## config.mk

```make
export PLATFORM = sky130hd
export DESIGN_NAME = btn_conditioner
export DESIGN_NICKNAME = d
export VERILOG_FILES = /design/src/rtl/btn_conditioner.sv
export SDC_FILE = /design/constraint.sdc
export NUM_CORES = 1
export LEC_CHECK = 0
export BUFFER_PORTS_ARGS = -buffer_cell sky130_fd_sc_hd__buf_2
export CAP_MARGIN = 20
export CORE_MARGIN = 1
export CORE_UTILIZATION = 34
export CTS_CLUSTER_SIZE = 10
export DETAILED_ROUTE_END_ITERATION = 8
export GPL_TIMING_DRIVEN = 0
export PLACE_DENSITY = 0.58
export SLEW_MARGIN = 5
export SYNTH_ARGS = -nofsm -noshare
export SYNTH_HDL_FRONTEND = slang
export SYNTH_SLANG_ARGS = --single-unit
```

## constraint.sdc

```tcl
create_clock -name clk -period 2.41 [get_ports clk]
set_input_delay 0.1205 -clock clk [delete_from_list [all_inputs] [get_ports clk]]
set_output_delay 0.1205 -clock clk [all_outputs]
set_load 0.005 [all_outputs]
```

## src/rtl/btn_conditioner.sv

```systemverilog
`default_nettype none
// ============================================================================
//  Module   : btn_conditioner
//  Purpose  : Input stage for the Zombie whack game. Synchronises and
//             debounces three raw asynchronous push-buttons, then emits
//             registered one-cycle press pulses and debounced levels.
//  Revision : 1.0  - initial release
// ----------------------------------------------------------------------------
//  Parameters
//    DEBOUNCE_CYCLES : consecutive cycles a synchronised input must differ
//                      from the debounced level before the level flips
//                      (1 .. 2^24-1)
//    SYNC_STAGES     : flip-flops per input synchroniser (2 .. 4)
//  Ports
//    clk          in   system clock, rising edge
//    rst          in   asynchronous active-high reset
//    btn1..btn3   in   raw active-high buttons, asynchronous to clk
//    btn_level    out  [3:1] debounced level per button
//    btn_press    out  [3:1] one-cycle pulse on a debounced 0->1 edge
//    press_valid  out  high whenever btn_press is nonzero
//    press_id     out  [1:0] lowest pressed button index, 0 when idle
//  Build option
//    BTN_LOCKOUT_EN  : when defined, after any press pulse all further
//                      pulses are suppressed until every button has been
//                      released (debounced level 3'b000).
// ============================================================================
module btn_conditioner #(
    parameter int DEBOUNCE_CYCLES = 250000,
    parameter int SYNC_STAGES     = 2
) (
    input  logic       clk,
    input  logic       rst,
    input  logic       btn1,
    input  logic       btn2,
    input  logic       btn3,
    output logic [3:1] btn_level,
    output logic [3:1] btn_press,
    output logic       press_valid,
    output logic [1:0] press_id
);

    localparam int                 CNT_W   = $clog2(DEBOUNCE_CYCLES + 1);
    localparam logic [CNT_W-1:0]   CNT_MAX = CNT_W'(DEBOUNCE_CYCLES - 1);

    logic [2:0] w_raw;
    logic [2:0] w_flip;       // level toggles at this edge
    logic [2:0] w_rise;       // debounced 0->1 transition at this edge
    logic [2:0] w_issue;      // pulses actually emitted at this edge
    logic [1:0] w_id;

    logic [2:0] r_level;
    logic [2:0] r_press;
    logic       r_valid;
    logic [1:0] r_id;

    assign w_raw = {btn3, btn2, btn1};

    // ------------------------------------------------------------------
    // Per-button synchroniser and debounce counter
    // ------------------------------------------------------------------
    for (genvar i = 0; i < 3; i++) begin : g_btn
        logic [SYNC_STAGES-1:0] r_sync;
        logic [CNT_W-1:0]       r_cnt;
        logic                   w_sync;
        logic                   w_differs;

        assign w_sync    = r_sync[SYNC_STAGES-1];
        assign w_differs = (w_sync != r_level[i]);
        assign w_flip[i] = w_differs && (r_cnt == CNT_MAX);

        always_ff @(posedge clk or posedge rst) begin
            if (rst) begin
                r_sync <= '0;
                r_cnt  <= '0;
            end else begin
                r_sync <= {r_sync[SYNC_STAGES-2:0], w_raw[i]};
                // Any cycle of agreement restarts the qualification window,
                // so glitches shorter than the window leave no trace.
                if (!w_differs || (r_cnt == CNT_MAX)) begin
                    r_cnt <= '0;
                end else begin
                    r_cnt <= r_cnt + 1'b1;
                end
            end
        end
    end

    assign w_rise = w_flip & ~r_level;

    // ------------------------------------------------------------------
    // Optional press lockout
    // ------------------------------------------------------------------
`ifdef BTN_LOCKOUT_EN
    logic r_lockout;

    assign w_issue = r_lockout ? 3'b000 : w_rise;

    always_ff @(posedge clk or posedge rst) begin
        if (rst) begin
            r_lockout <= 1'b0;
        end else if (r_lockout && (r_level == 3'b000)) begin
            // Released only once every button reads debounced-low.
            r_lockout <= 1'b0;
        end else if (|w_issue) begin
            r_lockout <= 1'b1;
        end
    end
`else
    assign w_issue = w_rise;
`endif

    // Lowest button index wins when several pulse together.
    always_comb begin
        w_id = 2'd0;
        if (w_issue[0]) begin
            w_id = 2'd1;
        end else if (w_issue[1]) begin
            w_id = 2'd2;
        end else if (w_issue[2]) begin
            w_id = 2'd3;
        end
    end

    // ------------------------------------------------------------------
    // Registered levels and pulse outputs, all updated on the same edge
    // ------------------------------------------------------------------
    always_ff @(posedge clk or posedge rst) begin
        if (rst) begin
            r_level <= 3'b000;
            r_press <= 3'b000;
            r_valid <= 1'b0;
            r_id    <= 2'd0;
        end else begin
            r_level <= r_level ^ w_flip;
            r_press <= w_issue;
            r_valid <= |w_issue;
            r_id    <= w_id;
        end
    end

    assign btn_level   = r_level;
    assign btn_press   = r_press;
    assign press_valid = r_valid;
    assign press_id    = r_id;

endmodule
`default_nettype wire

```

==> PnR_summary.wiki <==
{| class="wikitable"
! Metric !! Value
|-
| Via count of the first global-routing pass || 2244
|-
| Worst ir drop on vdd || 0.250 mV
|-
| Syn Std Cell Area || 3250 um^2
|-
| Top flip-flop cell by instance count after synthesis || sky130_fd_sc_hd__dfrtp_1
|-
| Sink count of the clock tree || 69
|-
| Clock buffers created by TritonCTS || 9
|-
| Worst hold slack || 0.350 ns
|-
| Antenna-violating nets left || 0
|-
| # IOs || 14
|-
| Final weighted congestion in routability-driven placement || 0.755
|-
| Maximum buffer depth of the clock tree || 2
|-
| Avg Vias per Cell || 4.89
|-
| Number of cell rows || 35
|-
| Data arrival time of the critical path || 2.28 ns
|-
| Initial DRC Count || 137
|-
| Critical register-to-register path startpoint || g_btn[1].r_cnt[0]
|-
| Slew at the pin closest to its max-slew limit || 0.836 ns
|-
| Die area || 9940 um^2
|-
| Syn Nets || 323
|-
| Via count || 2334
|-
| Hold Path Class || reg -> reg
|-
| Fraction of synthesized cell area taken by the top area cell type || 53.2%
|-
| Final core utilization || 40.5%
|-
| Number of distinct library cell variants in the gate-level netlist after synthesis || 39
|-
| Area added between synthesis and finish || 15.2%
|-
| Clk pin slew, worst setup/hold paths || 0.07 ns
|-
| Number of max-slew violations in the final report || 0
|-
| Result of the run || complete, no violations
|-
| Vertical die dimension || 99.7 um
|-
| Largest net degree at the start of global routing || 70
|-
| Crit path kind || reg -> reg
|-
| Cell area after layout || 3740 um^2
|-
| Aggregate global-route resource usage || 13.6%
|-
| Number of antenna diodes || 0
|-
| Initial antenna violation count || 0
|-
| Relative contribution of the clock network to total power || 45.3%
|-
| Layout cell share with drive strength beyond 1 || 14.1%
|-
| Setup repair after global routing missed its margin || no
|-
| HPWL reported at the end of detailed placement || 4.07 mm
|-
| Worst setup startpoint || g_btn[1].r_cnt[0]
|-
| Cell at the root of the clock tree || sky130_fd_sc_hd__clkbuf_8
|-
| Leading cell type by number of instances after synthesis || sky130_fd_sc_hd__dfrtp_1
|-
| H-tree levels || 3
|-
| Per-instance average area after synthesis || 10.3 um^2
|-
| Worst max-slew margin expressed relative to the limit || 44.3%
|-
| PD cells || 627 nW/um^2
|-
| IO Port Bufs || 13
|-
| Flip-flop and latch count after synthesis || 69
|-
| Final wirelength || 6.08 mm
|-
| Pre-Repair DR Iteration Count || 4
|-
| Post-synthesis cell type with the largest combined area || sky130_fd_sc_hd__dfrtp_1
|-
| Register area share after synthesis || 53.2%
|-
| Post-Route Skew || 0.00874 ns
|-
| Floorplan core area || 9240 um^2
|-
| DRC violations left || 0
|-
| Setup slack on the worst flop-to-flop path || 0.36 ns
|-
| Routed wire length per instance || 12.8 um
|-
| Top cells by area, synth || sky130_fd_sc_hd__dfrtp_1 53%, sky130_fd_sc_hd__xnor2_1 7.8%, sky130_fd_sc_hd__nor2_1 6.7%
|-
| Post-DP Area || 3470 um^2
|-
| Sequential share of power || 51.0%
|-
| Final global-route overflow total || 0
|-
| Net switching fraction of the power || 22.7%
|-
| Setup-violating endpoint count in the final report || 0
|-
| Achievable clock frequency || 0.488 GHz
|-
| Initial Util || 35.1%
|-
| Critical Path Start Type || flip-flop
|-
| Chip width || 99.7 um
|-
| Max-cap violation count || 0
|-
| Gate count of the mapped netlist || 315
|-
| Final period demand of the worst path || 2.05 ns
|-
| Net switching component of the power || 0.533 mW
|-
| Leading post-synthesis cells by instance count || 69 x sky130_fd_sc_hd__dfrtp_1, 58 x sky130_fd_sc_hd__nor2_1, 29 x sky130_fd_sc_hd__xnor2_1, 20 x sky130_fd_sc_hd__nand3_1, 20 x sky130_fd_sc_hd__nand4_1
|-
| Critical Path End Type || flip-flop
|-
| Leakage Power || 1.57 nW
|-
| Final cycle utilization of the critical path || 85.0%
|-
| Comb pwr share || 3.7%
|-
| Total number of yosys warnings || 0
|-
| Final hold violation count || 0
|-
| Worst skew pair latency || 0.35 ns
|-
| Wire length of the first global-routing pass || 10.4 mm
|-
| Clock tree from TritonCTS || done
|-
| Internal Pwr Total || 1.81 mW
|-
| Fin nets || 351
|-
| Endpoint required time on the critical path || 2.64 ns
|-
| Maximum fanout along the worst path || 10
|-
| Origin of the worst min-delay path || g_btn[0].r_sync[0]
|-
| Number of enable flip-flop cells after synthesis || 0
|-
| Share of synthesized flip-flops with an asynchronous set or reset || 100%
|}
[cells by family (layout without fill, tap and decap cells)]
group | count (synthesis) | count (layout) | share of synthesized area [%]
and+or+nand+nor | 163 | 163 | 26.6
DFF | 69 | 69 | 53.2
xor gates and xnor gates | 47 | 47 | 12.7
buffers and inverters | 19 | 52 | 2.74
AOI/OAI and AO/OA | 11 | 11 | 2.54
adders and majority gates | 3 | 3 | 1.16
muxes | 3 | 3 | 1.04
[registers in the layout, indices dropped and copies added (netlist names), named ones only]
| register | count |
|---|---|
| press_id | 2 |
| g_btn.r_sync | 6 |
| g_btn.r_cnt | 54 |
| btn_press | 3 |
| press_valid | 1 |
[power by group through the flow]
stage	Combinational [mW]	Sequential, mW	Clock [mW]
after global placement	0.0813	1.22	0
after global routing	0.101	1.20	1.14
after floorplan	0.0600	1.21	0
after detailed placement	0.0824	1.22	0
after CTS	0.0888	1.19	1.09
final	0.0857	1.19	1.06
[cell usage in the layout, fill, tap and decap left out, types with 4 or more instances in the layout]
cell type,netlist,final
sky130_fd_sc_hd__nor4_1,17,17
sky130_fd_sc_hd__buf_2,3,16
sky130_fd_sc_hd__xor2_1,18,18
sky130_fd_sc_hd__xnor2_1,29,29
sky130_fd_sc_hd__clkbuf_8,0,10
sky130_fd_sc_hd__nand3_1,20,20
sky130_fd_sc_hd__nand2_1,14,14
sky130_fd_sc_hd__dfrtp_1,69,69
sky130_fd_sc_hd__inv_1,11,10
sky130_fd_sc_hd__dlygate4sd3_1,0,4
sky130_fd_sc_hd__nor3_1,7,7
sky130_fd_sc_hd__and4_1,5,5
sky130_fd_sc_hd__nand4_1,20,20
sky130_fd_sc_hd__nor2_1,58,58
[final timing paths]
path	depth (start not counted)	end
min	0	g_btn[0].r_sync[1]
max in group asynchronous	3	g_btn[0].r_cnt[5]
min reg2reg	0	g_btn[0].r_sync[1]
min in group asynchronous	3	g_btn[2].r_cnt[17]
max	7	g_btn[1].r_cnt[12]
max reg2reg	7	g_btn[1].r_cnt[12]
[critical path, stage by stage, from the launching register on]
cell and delay [ns]:
sky130_fd_sc_hd__dfrtp_1 0.48, sky130_fd_sc_hd__ha_1 0.35, sky130_fd_sc_hd__and3_1 0.24, sky130_fd_sc_hd__and4_1 0.25
sky130_fd_sc_hd__a21o_1 0.12, sky130_fd_sc_hd__buf_2 0.18, sky130_fd_sc_hd__buf_2 0.24, sky130_fd_sc_hd__nor2_1 0.07
[area by class of cell]
| type | count | area [um^2] |
|---|---|---|
| timing repair buffer | 17 | 105 |
| tap | 129 | 161 |
| inverter | 12 | 48.8 |
| multi-input combinational | 227 | 1430 |
| clock buffer | 10 | 138 |
| sequential | 69 | 1730 |
| fill | 906 | 5500 |
| buffer | 7 | 42.5 |
| clock inverter | 6 | 86.3 |
[metal layers]
| metal | wire length [um] | track usage (%) |
|---|---|---|
| met1 | 3120 | 18.6 |
| met2 | 2690 | 19.8 |
| met3 | 146 | 4.43 |
| met4 | 131 | 5.88 |
| met5 | 0 | 0 |
[what timing repair did]
item / 4_1_cts / 5_1_grt
endpoints found under the hold margin: 72 / 0
hold buffers: 4 / 0
buffers inserted: 0 / 0
gates resized for setup: 0 / 0
[per-stage QoR]
stage	std cells	power (mW)	worst slack, ns	TNS (ns)
4_1_cts	477	2.37	0.357	0
2_1_floorplan	315	1.27	0.550	0
3_5_place_dp	457	1.30	0.403	0
6_report	477	2.34	0.362	0
3_3_place_gp	457	1.30	-0.292	-19.96
5_1_grt	477	2.44	0.217	0
Power figures use the tool's default switching activity.
